==> src/rtl/mem_access_unit.sv <==
// Memory-stage access initiator: turns an M-stage load/store into a req/ack
// transaction, stalls the pipeline meanwhile and reports misalignment/timeout.
module mem_access_unit #(
    parameter int ADDR_W  = 6,
    parameter int TIMEOUT = 15
) (
    input  logic              clk,
    input  logic              rst_n,
    input  logic [5:0]        M_op,
    input  logic [31:0]       M_valE,
    input  logic [31:0]       M_valA,
    output logic [31:0]       m_valM,
    output logic              m_stall,
    output logic [1:0]        m_exc,
    output logic              dm_req,
    output logic              dm_we,
    output logic [ADDR_W-1:0] dm_addr,
    output logic [31:0]       dm_wdata,
    input  logic              dm_ack,
    input  logic [31:0]       dm_rdata
);

    // MIPS lw/sw opcodes
    localparam logic [5:0] ILW = 6'b100011;
    localparam logic [5:0] ISW = 6'b101011;

    localparam logic [1:0] IDLE = 2'd0;
    localparam logic [1:0] BUSY = 2'd1;
    localparam logic [1:0] DONE = 2'd2;

    localparam logic [1:0] EXC_NONE     = 2'b00;
    localparam logic [1:0] EXC_MISALIGN = 2'b01;
    localparam logic [1:0] EXC_TIMEOUT  = 2'b10;

    localparam logic [7:0] TIMEOUT_CNT = 8'(TIMEOUT);

    logic [1:0]        state_reg, state_next;
    logic [7:0]        cnt_reg, cnt_next;
    logic [1:0]        exc_reg, exc_next;
    logic [31:0]       valm_reg, valm_next;
    logic              we_reg, we_next;
    logic [ADDR_W-1:0] addr_reg, addr_next;
    logic [31:0]       wdata_reg, wdata_next;

    logic is_mem;
    logic misaligned;
    logic unused_bits;

    assign is_mem      = (M_op == ILW) || (M_op == ISW);
    assign misaligned  = (M_valE[1:0] != 2'b00);
    // Upper address bits lie outside the word-indexed memory.
    assign unused_bits = ^M_valE[31:ADDR_W+2];

    always_comb begin
        state_next = state_reg;
        cnt_next   = cnt_reg;
        exc_next   = exc_reg;
        valm_next  = valm_reg;
        we_next    = we_reg;
        addr_next  = addr_reg;
        wdata_next = wdata_reg;
        case (state_reg)
            IDLE: begin
                if (is_mem) begin
                    if (misaligned) begin
                        exc_next   = EXC_MISALIGN;
                        state_next = DONE;
                    end else begin
                        we_next    = (M_op == ISW);
                        addr_next  = M_valE[ADDR_W+1:2];
                        wdata_next = M_valA;
                        cnt_next   = 8'd1;
                        state_next = BUSY;
                    end
                end
            end
            BUSY: begin
                // Ack is checked first so a late ack still wins over the abort.
                if (dm_ack) begin
                    if (!we_reg) begin
                        valm_next = dm_rdata;
                    end
                    exc_next   = EXC_NONE;
                    state_next = DONE;
                end else if (cnt_reg >= TIMEOUT_CNT) begin
                    exc_next   = EXC_TIMEOUT;
                    state_next = DONE;
                end else if (cnt_reg != 8'hFF) begin
                    cnt_next = cnt_reg + 8'd1;
                end
            end
            DONE: begin
                state_next = IDLE;
            end
            default: begin
                state_next = IDLE;
            end
        endcase
    end

    always_ff @(posedge clk or negedge rst_n) begin
        if (!rst_n) begin
            state_reg <= IDLE;
            cnt_reg   <= 8'd0;
            exc_reg   <= EXC_NONE;
            valm_reg  <= 32'd0;
            we_reg    <= 1'b0;
            addr_reg  <= '0;
            wdata_reg <= 32'd0;
        end else begin
            state_reg <= state_next;
            cnt_reg   <= cnt_next;
            exc_reg   <= exc_next;
            valm_reg  <= valm_next;
            we_reg    <= we_next;
            addr_reg  <= addr_next;
            wdata_reg <= wdata_next;
        end
    end

    // Request and stall derive from state so a reset drops them immediately.
    assign dm_req   = (state_reg == BUSY);
    assign m_stall  = ((state_reg == IDLE) && is_mem) || (state_reg == BUSY);
    assign m_exc    = (state_reg == DONE) ? exc_reg : EXC_NONE;
    assign m_valM   = valm_reg;
    assign dm_we    = we_reg;
    assign dm_addr  = addr_reg;
    assign dm_wdata = wdata_reg;

endmodule

==> config.mk <==
export PLATFORM = sky130hd
export DESIGN_NAME = mem_access_unit
export DESIGN_NICKNAME = d
export VERILOG_FILES = /design/src/rtl/mem_access_unit.sv
export SDC_FILE = /design/constraint.sdc
export NUM_CORES = 1
export LEC_CHECK = 0
export ABC_AREA = 1
export CELL_PAD_IN_SITES_DETAIL_PLACEMENT = 1
export CELL_PAD_IN_SITES_GLOBAL_PLACEMENT = 1
export CORE_MARGIN = 2
export CORE_UTILIZATION = 31
export CTS_BUF_LIST = sky130_fd_sc_hd__clkbuf_8
export DETAILED_ROUTE_END_ITERATION = 10
export GPL_ROUTABILITY_DRIVEN = 0
export HOLD_SLACK_MARGIN = 0.1
export PLACE_DENSITY = 0.86
export SLEW_MARGIN = 20
export SYNTH_ARGS = -nofsm -noshare
export SYNTH_HDL_FRONTEND = slang
export SYNTH_SLANG_ARGS = --single-unit
==> constraint.sdc <==
create_clock -name clk -period 1.92 [get_ports clk]
set_input_delay 0.192 -clock clk [delete_from_list [all_inputs] [get_ports clk]]
set_output_delay 0.192 -clock clk [all_outputs]
set_load 0.05 [all_outputs]
==> impl_metrics.yaml <==
synthesis:
  yosysTopAreaCellShare_pct: 59.8
  yosys.area.top_type: "dfrtp_1"
  syn_avg_cell_area_um2: 8.88
  synthArstFlopShare_pct: 100
  synth.most_common_cell: "nand2_1"
  synthFlopType: "dfrtp_1"
  syn-instance-count: 391
  synth_cell_type_count: 22
  synthTopCellsByArea: "dfrtp_1, nand2_1, nand3_1"
  synth_seq_cells: 83
  synth_edf_count: 0
  synth_nets: 497
  yosysWarnings: 0
  ys_seq_area_share_pct: 59.8
  synth_common_cells: "nand2_1, dfrtp_1, nand3_1"
  synth_area_um2: 3470
global_routing:
  top_usage_layer: "met2"
  grt_pass1_vias: 3681
  grt_pass1_wl_um: 17800
  grtUsageMet2_pct: 33.7
  grtUsageMet1_pct: 21.6
  grt_max_degree: 35
  use_met3_pct: 5.22
  antenna_found_initial: 0
  grt-ovfl-total: 0
  grt_use_total_pct: 18.9
clock_network:
  cts_setup_buffers: 0
  clk_latency_ps: 360
  numCtsBuffers: 9
  ctsLongestPathBuffers: 2
  cts_root_buffer: "clkbuf_8"
  clk_pin_slew_ps: 80
  htree_levels: 3
  cts_tree: "yes"
  cts_sinks: 83
floorplanning:
  rows: 38
  die_area_um2: 12100
  start_util_pct: 31.9
  fp.dieW_um: 110
  coreArea_um2: 10900
  io-pin-count: 180
  die_h_um: 110
power:
  pwr-share-comb_pct: 29.3
  p_int_w: 0.00316
  p_leak_nw: 2.72
  seqPwrFrac_pct: 42.4
  p_total_w: 0.00482
  pwr_density_cell_nw_per_um2: 892
  peakVddDrop_v: 0.000370
  p_sw_w: 0.00166
  p_sw_share_pct: 34.4
  p_clk_share_pct: 28.2
routing:
  wire_per_inst_um: 16.1
  drc: 0
  vias: 3274
  first_pass_iters: 5
  antenna_left: 0
  routed_wl_um: 11100
  via_per_inst: 4.74
  drt_iter0_drc: 152
timing:
  hold_violations: 0
  post-route-period-util_pct: 94.6
  rsz0062_at_grt: "false"
  maxSlewHeadroom_pct: 60.3
  worst_slew_pin_slew_ps: 593
  finalSetupViolCount: 0
  fin_worst_skew_ps: 13.1
  fin_ws_ps: 104
  finalWorstPathRequiredPeriod_ps: 1820
  maxSlewViolCount: 0
  finalSetupTns_ps: 0
  fmax_ghz: 0.551
  whs_ps: 292
placement:
  portBuffers: 155
  placed_area_um2: 5180
  dp_slack_ps: 166
  dp_hpwl_um: 7890
cells_and_area:
  n_fill_cell: 1283
  drive_gt1_share_pct: 7.99
  final_cell_area_um2: 5410
  final_nets: 652
  multi_input_area_um2: 1210
  syn_to_final_growth_pct: 55.7
  n_antenna_cell: 0
  seq_area_um2: 2080
setup_path:
  endpoint_kind: "primary output"
  crit_family: "buffers and inverters"
  worstPathMaxFanout: 3
  cp.required_ps: 1730
  path_class: "flop to primary output"
  timing.critical_path.arrival_ps: 1620
  path_cells: "clkdlybuf4s50_1"
  cp-start-kind: "flop"
  crit_path_top_delay_cell: "clkdlybuf4s50_1"
  slowest_delay_ps: 850
  cp_num_buf_inv: 1
flow_run:
  maxCapViolations: 0
run_status:
  status: "finished clean"
min_path:
  hold_path_class: "input pin to async pin"
[cells by family (layout without fill, tap and decap cells)]
group,count (synthesis),count (layout),share of synthesized area (%)
buffers and inverters,39,199,5.44
DFF,83,83,59.8
and+or+nand+nor,264,264,33.7
AOI/OAI and AO/OA,3,3,0.432
adders and majority gates,1,1,0.360
xor gates and xnor gates,1,1,0.252
[worst paths after layout]
| check | from | to | slack [ps] | depth (start not counted) |
|---|---|---|---|---|
| min in group clk | dm_rdata[24] | m_valM[24] | 380 | 3 |
| hold reg to reg | exc_reg[0] | exc_reg[0] | 470 | 2 |
| max in group asynchronous | rst_n | dm_wdata[20] | 970 | 3 |
| hold / removal | rst_n | m_valM[6] | 290 | 2 |
| setup reg to reg | state_reg[1] | m_valM[19] | 380 | 6 |
| setup / recovery | dm_we | dm_we | 100 | 1 |
[layout make-up]
cell class / instances / share of cell area (%)
sequential: 83 / 38.4
timing repair buffer: 165 / 30.9
inverter: 18 / 1.25
tap: 140 / 3.24
clock inverter: 7 / 1.57
multi-input combinational: 269 / 22.3
clock buffer: 9 / 2.29
[repair_timing]
item                       in CTS  in global routing
resized for setup               0                  1
hold buffers                    1                  0
setup endpoints to repair       0                  1
hold endpoints to repair       26                  0
[stage by stage]
stage	util [%]	cells
after global routing	49.7	691
final	49.7	691
after detailed placement	47.6	674
after floorplan	-	391
after global placement	47.6	674
after CTS	49.6	691
[metal layers]
metal,share of wire [%],vias up
met2,49,111
li1,-,1544
met5,0,-
met4,2.1,0
met1,42,1599
met3,7.4,20
[power by group through the flow]
| stage | Combinational, W | Clock [W] | Sequential [W] |
|---|---|---|---|
| 2_1_floorplan | 0.000229 | 0 | 0.00263 |
| 3_3_place_gp | 0.00139 | 0 | 0.00207 |
| 3_5_place_dp | 0.00142 | 0 | 0.00208 |
| 4_1_cts | 0.00143 | 0.00140 | 0.00205 |
| 5_1_grt | 0.00150 | 0.00149 | 0.00207 |
| 6_report | 0.00141 | 0.00136 | 0.00205 |
[cell usage in the layout, fill, tap and decap left out, types with 2 or more instances in the layout]
| master | instances |
|---|---|
| buf_4 | 9 |
| and3_1 | 2 |
| inv_1 | 15 |
| buf_12 | 4 |
| nor2_1 | 12 |
| nor2_4 | 2 |
| nand3_1 | 80 |
| bufinv_16 | 2 |
| dfrtp_1 | 83 |
| nand2_2 | 3 |
| clkbuf_8 | 9 |
| clkdlybuf4s50_1 | 150 |
| o21ai_1 | 2 |
| clkinv_2 | 2 |
| nand4_1 | 2 |
| inv_2 | 5 |
| nand2_4 | 3 |
| nand2_1 | 157 |
No activity file was read; power rests on OpenSTA's default activity.
